--- config.mk ---
export PLATFORM = sky130hd
export DESIGN_NAME = led_scan_sched
export DESIGN_NICKNAME = d
export VERILOG_FILES = /design/src/rtl/led_scan_sched.sv
export SDC_FILE = /design/constraint.sdc
export NUM_CORES = 1
export LEC_CHECK = 0
export CAP_MARGIN = 10
export CORE_MARGIN = 2
export CORE_UTILIZATION = 40
export DETAILED_ROUTE_END_ITERATION = 10
export PLACE_DENSITY = 0.71
export SETUP_SLACK_MARGIN = 0.15
export SLEW_MARGIN = 5
export SYNTH_ARGS = -nofsm -noshare
export SYNTH_HDL_FRONTEND = slang
export SYNTH_SLANG_ARGS = --single-unit
--- constraint.sdc ---
create_clock -name clk -period 3.15 [get_ports clk]
set_clock_uncertainty 0.2 [all_clocks]
set_input_delay 0.63 -clock clk [delete_from_list [all_inputs] [get_ports clk]]
set_output_delay 0.63 -clock clk [all_outputs]
set_load 0.05 [all_outputs]
--- src/rtl/led_scan_sched.sv ---
// led_scan_sched
//   Time-multiplexed scan scheduler for a 4-digit, 7-segment (+dp) display.
//   Each digit gets one slot of SLOT_M clocks. A slot is BLANK_M dark cycles
//   (ghosting guard) followed by SLOT_M-BLANK_M ON cycles. Within ON, an
//   8-cycle PWM sets brightness.
//
// Parameters
//   SLOT_M  : clocks per digit slot, blank time included
//   BLANK_M : blanking clocks at the start of each slot
//
// Ports
//   clk        : system clock, rising edge
//   reset      : synchronous, active-high
//   in3..in0   : per-digit segment patterns, active-low, {dp,g,f,e,d,c,b,a}
//   digit_en   : per-digit enable, bit i = digit i
//   bright     : lit for bright+1 of every 8 ON cycles
//   an         : digit anodes, active-low, registered
//   sseg       : segment bus, active-low, registered
//   frame_tick : one-cycle pulse on the first BLANK cycle after digit 3 ON
module led_scan_sched #(
  parameter int SLOT_M  = 50_000,
  parameter int BLANK_M = 500
) (
  input  logic       clk,
  input  logic       reset,
  input  logic [7:0] in3,
  input  logic [7:0] in2,
  input  logic [7:0] in1,
  input  logic [7:0] in0,
  input  logic [3:0] digit_en,
  input  logic [2:0] bright,
  output logic [3:0] an,
  output logic [7:0] sseg,
  output logic       frame_tick
);

  localparam int TW = $clog2(SLOT_M);
  localparam logic [TW-1:0] BLANK_LAST = TW'(BLANK_M - 1);
  localparam logic [TW-1:0] ON_LAST    = TW'(SLOT_M - BLANK_M - 1);

  typedef enum logic {S_BLANK, S_ON} state_t;

  state_t        state, state_nxt;
  logic [TW-1:0] timer, timer_nxt;
  logic [1:0]    idx, idx_nxt;
  logic [2:0]    phase, phase_nxt;
  logic [7:0]    pat, pat_nxt;
  logic          en, en_nxt;
  logic [2:0]    bri, bri_nxt;
  logic [7:0]    sel_pat;
  logic [3:0]    an_nxt;
  logic [7:0]    sseg_nxt;
  logic          tick_nxt;

  always_comb begin
    sel_pat = in0;
    case (idx)
      2'd0:    sel_pat = in0;
      2'd1:    sel_pat = in1;
      2'd2:    sel_pat = in2;
      default: sel_pat = in3;
    endcase
  end

  // Next-state logic. Outputs are derived from the *next* state so the
  // registered an/sseg/frame_tick change on the same edge as the FSM.
  always_comb begin
    state_nxt = state;
    timer_nxt = timer;
    idx_nxt   = idx;
    phase_nxt = phase;
    pat_nxt   = pat;
    en_nxt    = en;
    bri_nxt   = bri;
    tick_nxt  = 1'b0;
    an_nxt    = 4'hF;
    sseg_nxt  = 8'hFF;

    case (state)
      S_BLANK: begin
        if (timer == BLANK_LAST) begin
          // Snapshot the slot's inputs so mid-slot changes cannot glitch it.
          state_nxt = S_ON;
          timer_nxt = '0;
          phase_nxt = 3'd0;
          pat_nxt   = sel_pat;
          en_nxt    = digit_en[idx];
          bri_nxt   = bright;
        end else begin
          timer_nxt = timer + 1'b1;
        end
      end
      default: begin
        if (timer == ON_LAST) begin
          state_nxt = S_BLANK;
          timer_nxt = '0;
          idx_nxt   = idx + 2'd1;
          tick_nxt  = (idx == 2'd3);
        end else begin
          timer_nxt = timer + 1'b1;
          phase_nxt = phase + 3'd1;
        end
      end
    endcase

    if (state_nxt == S_ON && en_nxt && (phase_nxt <= bri_nxt)) begin
      an_nxt   = ~(4'b0001 << idx_nxt);
      sseg_nxt = pat_nxt;
    end
  end

  always_ff @(posedge clk) begin
    if (reset) begin
      state      <= S_BLANK;
      timer      <= '0;
      idx        <= 2'd0;
      phase      <= 3'd0;
      pat        <= 8'd0;
      en         <= 1'b0;
      bri        <= 3'd0;
      an         <= 4'hF;
      sseg       <= 8'hFF;
      frame_tick <= 1'b0;
    end else begin
      state      <= state_nxt;
      timer      <= timer_nxt;
      idx        <= idx_nxt;
      phase      <= phase_nxt;
      pat        <= pat_nxt;
      en         <= en_nxt;
      bri        <= bri_nxt;
      an         <= an_nxt;
      sseg       <= sseg_nxt;
      frame_tick <= tick_nxt;
    end
  end

endmodule

# --- After elaboration in Yosys (flattened, before gate mapping) ---
# Cells that the tools add are included.
classes:
  n_eq_ne: 5
  muxes: 20
  bitwise_logic: 4
  shift: 1
  n_reduce_logical: 5
  magnitude_cmp: 2
  n_addsub: 3
op_table:
  columns: ["cell", "count"]
  rows:
  - ["16-bit two-way mux", 3]
  - ["8-bit one-hot mux with 3 select lines", 1]
  - ["16-bit by 1-bit adder with 16-bit output (second input constant)", 1]
  - ["16-bit == test (second input constant)", 1]
  - ["16-bit by 9-bit == test with 1-bit output (second input constant)", 1]
  - ["8-bit two-way mux", 2]
  - ["3-bit two-way mux", 5]
  - ["1-bit two-way mux", 6]
  - ["2-bit == test (second input constant)", 2]
  - ["2-bit two-way mux", 2]
  - ["4-bit inverter", 1]
  - ["1-bit by 2-bit << shifter with 4-bit output (first input constant)", 1]
  - ["3-bit by 1-bit adder with 3-bit output (second input constant)", 1]
  - ["3-bit <= comparator", 1]
  - ["2-bit by 3-bit < comparator with 1-bit output (second input constant)", 1]
  - ["1-bit inverter", 3]
  - ["3-bit OR reduction", 1]
  - ["2-bit by 1-bit adder with 2-bit output (second input constant)", 1]
  - ["1-bit binary-select mux with 2-bit select", 1]
  - ["2-bit by 1-bit == test with 1-bit output (second input constant)", 1]
  - ["1-bit logical AND", 2]
  - ["2-bit logical NOT", 1]
  - ["2-bit OR reduction", 1]
word_totals:
  wordCells: 50
  register_bits: 47
  out_inout_bits: 13

# --- Logic depth before layout (Yosys ltp) ---
depth:
  word_depth: 8
  mapped_depth: 13
  mapped_depth_nobuf: 10

# --- Least setup slack after synthesis ---
# OpenSTA, ideal clock, no wires.
synth_timing:
  path_type: "register -> register"
  from: "reg timer[0]"
  to: "reg an[0]"
  path_stages_with_launch: 13
  path_slack_ns: -0.323
  period_less_slack_ns: 3.473
  arrival_ns: 3.128
  setup_ns: 0.145
  cell_sequence: "dfxtp_1 > ha_1 > or4b_1 > buf_2 > o41ai_4 > mux2i_1 > nor2_1 > ha_1 > nor2b_1 > o21a_1 > o21ai_0 > clkbuf_1 > o2111ai_1"
synth_between:
  elab_chain_len: 7
  word_cells_on_any_way: 21
  classes_between: "order compare (1); eq/ne (2); shift (1); mux (12); bitwise (2); reduce/logical (3)"
synth_rtl:
  columns: ["element", "line_no", "text"]
  rows:
  - ["from (decl)", "44", "logic [TW-1:0] timer, timer_nxt;"]
  - ["from (signal assigned)", "126", "timer <= timer_nxt;"]
  - ["16-bit by 9-bit == test with 1-bit output / 16-bit == test (equally long branches)", "81, 94", null]
  - ["3-bit two-way mux, on equally long branches", "81, 94", null]
  - ["3-bit two-way mux (*)", "79", "case (state)"]
  - ["named net phase_nxt[1]", "46", "logic [2:0] phase, phase_nxt;"]
  - ["3-bit <= comparator (*)", "106", "if (state_nxt == S_ON && en_nxt && (phase_nxt <= bri_nxt)) begin"]
  - ["1-bit logical AND (*)", "106", null]
  - ["1-bit inverter (no line) (*)", null, null]
  - ["2-bit OR reduction (no line) (*)", null, null]
  - ["to (signal assigned)", "132", "an <= an_nxt;"]
  - ["to (decl)", "32", "output logic [3:0] an,"]
# Mark *: on every way through the listed nets, which the timed path passes. The rest lies on a longest branch.
# A chain may end at the register's enable or synchronous reset.

# --- Worst setup path after layout ---
layout_timing:
  from: "reg timer[1]"
  to: "reg an[1]"
layout_between:
  elab_chain_len: 7
  word_cells_on_any_way: 21
  classes_between: "order compare (1); eq/ne (2); shift (1); mux (12); bitwise (2); reduce/logical (3)"
layout_rtl:
  columns: ["element", "line_no", "text"]
  rows:
  - ["16-bit by 9-bit == test with 1-bit output", "81", "if (timer == BLANK_LAST) begin"]
  - ["3-bit two-way mux", "81", null]
  - ["3-bit two-way mux", "79", null]
  - ["named net bri_nxt[0]", "49", "logic [2:0] bri, bri_nxt;"]
  - ["3-bit <= comparator", "106", null]
  - ["1-bit logical AND", "106", null]
  - ["1-bit inverter (no line)", null, null]
  - ["2-bit OR reduction (no line)", null, null]
# The timed path passes the listed nets, and every way through them passes these cells.

==> out/results.md <==
- Critical Path AT: 3.03 ns
- net count of the mapped netlist: 289
- number of synthesized register bits: 47
- leakage power summed over all cells: 1.13 nW
- clock slew seen by the registers of the worst setup and hold paths: 0.08 ns
- count of distinct cell types in the synthesized netlist: 42
- first-pass GRT wire length: 8290 um
- largest voltage drop on the vdd net: 0.144 mV
- ys async rst share: 0%
- area share of the largest cell type after synthesis: 41.5%
- # fillers: 491
- start-to-end type of the worst setup path: reg2reg
- synthesis-to-finish area growth: 35.4%
- initial antenna violation count: 0
- horizontal die dimension: 79.2 um
- worst slack after detailed placement: 0.0140 ns
- series of cell instances along the critical path: ha_4 -> or4b_4 -> or4_4 -> buf_4 -> mux2_4 -> ha_2 -> nand3_1 -> o21ai_2 -> buf_4 -> o2111ai_2
- Placer Congestion: 0.826
- Data required, critical path: 3.07 ns
- sequential cell area fraction in the yosys report: 41.5%
- total power per unit cell area: 335 nW/um2
- number of remaining DRC errors: 0
- part of the cycle the worst path needs: 98.9%
- number of global-route vias before repair: 1,853
- count of flip-flops with a built-in enable after synthesis: 0
- routed vias/inst: 5.30
- num ports: 54
- startpoint type of the worst setup path: register
- TritonCTS Sinks: 47
- number of buffers added to fix hold violations after cts: 0
- class of the most critical hold timing path: reg2reg
- total length of routed wires: 5060 um
- Post-Synthesis Cell Area: 2260 um2
- Main synth FF type: dfxtp_1
- die extent in y: 79.2 um
- global router's overall resource usage: 16.7%
- iteration-0 DRC count of the detailed router: 88
- mean cell area of the mapped netlist: 9.48 um2
- area of the die: 6280 um2
- layout cell share with drive strength beyond 1: 14.1%
- buffer and inverter count on the worst path: 2
- pin count of the biggest net entering global routing: 17
- cell type of the slowest stage on the worst timing path: or4_4
- Power Total: 1.03 mW
- cell at the root of the clock tree: clkbuf_8
- clock latency on the worst-skew pair: 0.29 ns
- top area cells in the synthesized netlist: dfxtp_1 (42%), mux2i_1 (9.3%), ha_1 (5.0%)
- slew of the pin with the lowest slew margin: 0.942 ns
- Max transition margin: 37.2%
- final net count: 346
- cts bufs inserted: 5
- achievable frequency: 0.321 GHz
- Hold Fails Final Rpt: 0
- reported max-cap violation count: 0
- Antenna Nets Post-Route: 0
- PnR worst setup slack: 0.0334 ns
- TritonCTS clock tree: built
- Setup Viol. Count Final: 0
- synth cell count leaders: dfxtp_1 (47), nor2_1 (27), mux2i_1 (21), nand4_1 (14), inv_1 (13)
- Final Max Tran Viols: 0
- outcome: finished, final reports clean
- most repeated cell in the gate-level netlist after synthesis: dfxtp_1
- num rows: 27
- setup repair after global routing missed its margin: true
- count of TritonRoute iterations in the first routing pass: 4
- Synth Warn #: 0
- Yosys top cell by area: dfxtp_1
- Avg WL per Cell: 13.7 um
- type of destination of the critical path: register
- maximum clock path buffer count: 2
- cell mode on critical path: buf_4
- effective utilization at floorplan: 41.4%
- H-tree depth reported by CTS: 2
- antenna cells: 0
- count of vias placed by the detailed router: 1,956
- synthesized instance count: 239
- PortBufs: 53
- Placeable Area: 5470 um2
- grt ovf: 0
- maximum net fanout on the critical path: 6
- sum of net half-perimeters after detailed placement: 3740 um
- Final min period: 3.12 ns
- kind of cell adding the most delay to the critical path: simple AND/OR/NAND/NOR gates
- Crit path largest cell delay: 0.56 ns
[metal layers]
layer	track usage, %	share of wire [%]
met3	5.11	6.5
met1	21.9	48
met2	26.1	44
met5	0	0
met4	5.34	1.1
[worst paths after layout]
kind / startpoint / to / slack, ns / cells after the start
worst max-delay path: timer[1]$_SDFF_PP0_ / an[1]$_SDFF_PP1_ / 0.03 / 10
worst min-delay path: timer[0]$_SDFF_PP0_ / timer[0]$_SDFF_PP0_ / 0.24 / 1
worst max register to register: timer[1]$_SDFF_PP0_ / an[1]$_SDFF_PP1_ / 0.03 / 10
worst min register to register: timer[0]$_SDFF_PP0_ / timer[0]$_SDFF_PP0_ / 0.24 / 1
[per-stage QoR]
step / cells / utilization [%] / area [um2] / TNS [ns] / hold WS, ns
finish: 369 / 56.0 / 3070 / 0 / 0.243
floorplan: 239 / - / 2310 / -0.455 / 0.220
global route: 369 / 56.0 / 3070 / -0.721 / 0.256
global placement: 358 / 53.4 / 2920 / 0 / 0.227
CTS: 369 / 55.5 / 3040 / 0 / 0.246
detailed placement: 358 / 53.4 / 2920 / 0 / 0.235
[kinds of logic after synthesis]
family | share of synthesized area, %
flops | 41.5
compound gates | 10.8
fa+ha+maj | 4.97
simple gates | 20.9
mux | 10.9
xor+xnor | 4.64
buf+inv | 6.19
[where the power goes]
part,leakage (nW),switching (mW),total (mW),internal (mW)
combinational,0.705,0.0277,0.0872,0.0595
sequential,0.380,0.00303,0.600,0.597
clock,0.0422,0.184,0.339,0.156
total,1.13,0.214,1.03,0.813
[placed cells by master (no fill, tap or decap), types with 3 or more instances in the layout]
master,instances
clkdlybuf4s50_1,53
dfxtp_1,45
nor2_1,27
mux2i_1,21
buf_4,15
nand4_1,14
inv_1,13
a222oi_1,8
nand2_1,8
xor2_1,7
ha_1,7
a21oi_1,6
nand3_1,5
xnor2_1,5
clkbuf_8,5
nor3_1,4
and3_1,4
or3_1,4
or4_1,3
[sequential cells by signal, summed over array words and instances, names as in the netlist]
signal and cells:
timer 16, pat 8, sseg 8, an 4
bri 3, phase 3, idx 2, en 1
frame_tick 1, state 1
[area by class of cell]
cell class | instances | area (um2) | area share (%)
timing repair buffer | 70 | 666 | 21.7
multi-input combinational | 159 | 1240 | 40.4
tap | 72 | 90.1 | 2.94
clock inverter | 1 | 5.00 | 0.163
inverter | 13 | 48.8 | 1.59
clock buffer | 7 | 76.3 | 2.49
sequential | 47 | 943 | 30.8
[repair_timing]
item                       4_1_cts  5_1_grt
setup endpoints to repair       12       12
hold endpoints to repair         0        0
buffers inserted                 3        0
pin swaps                        3        0
gates resized for setup          3        7
No activity file was read; power rests on OpenSTA's default activity.
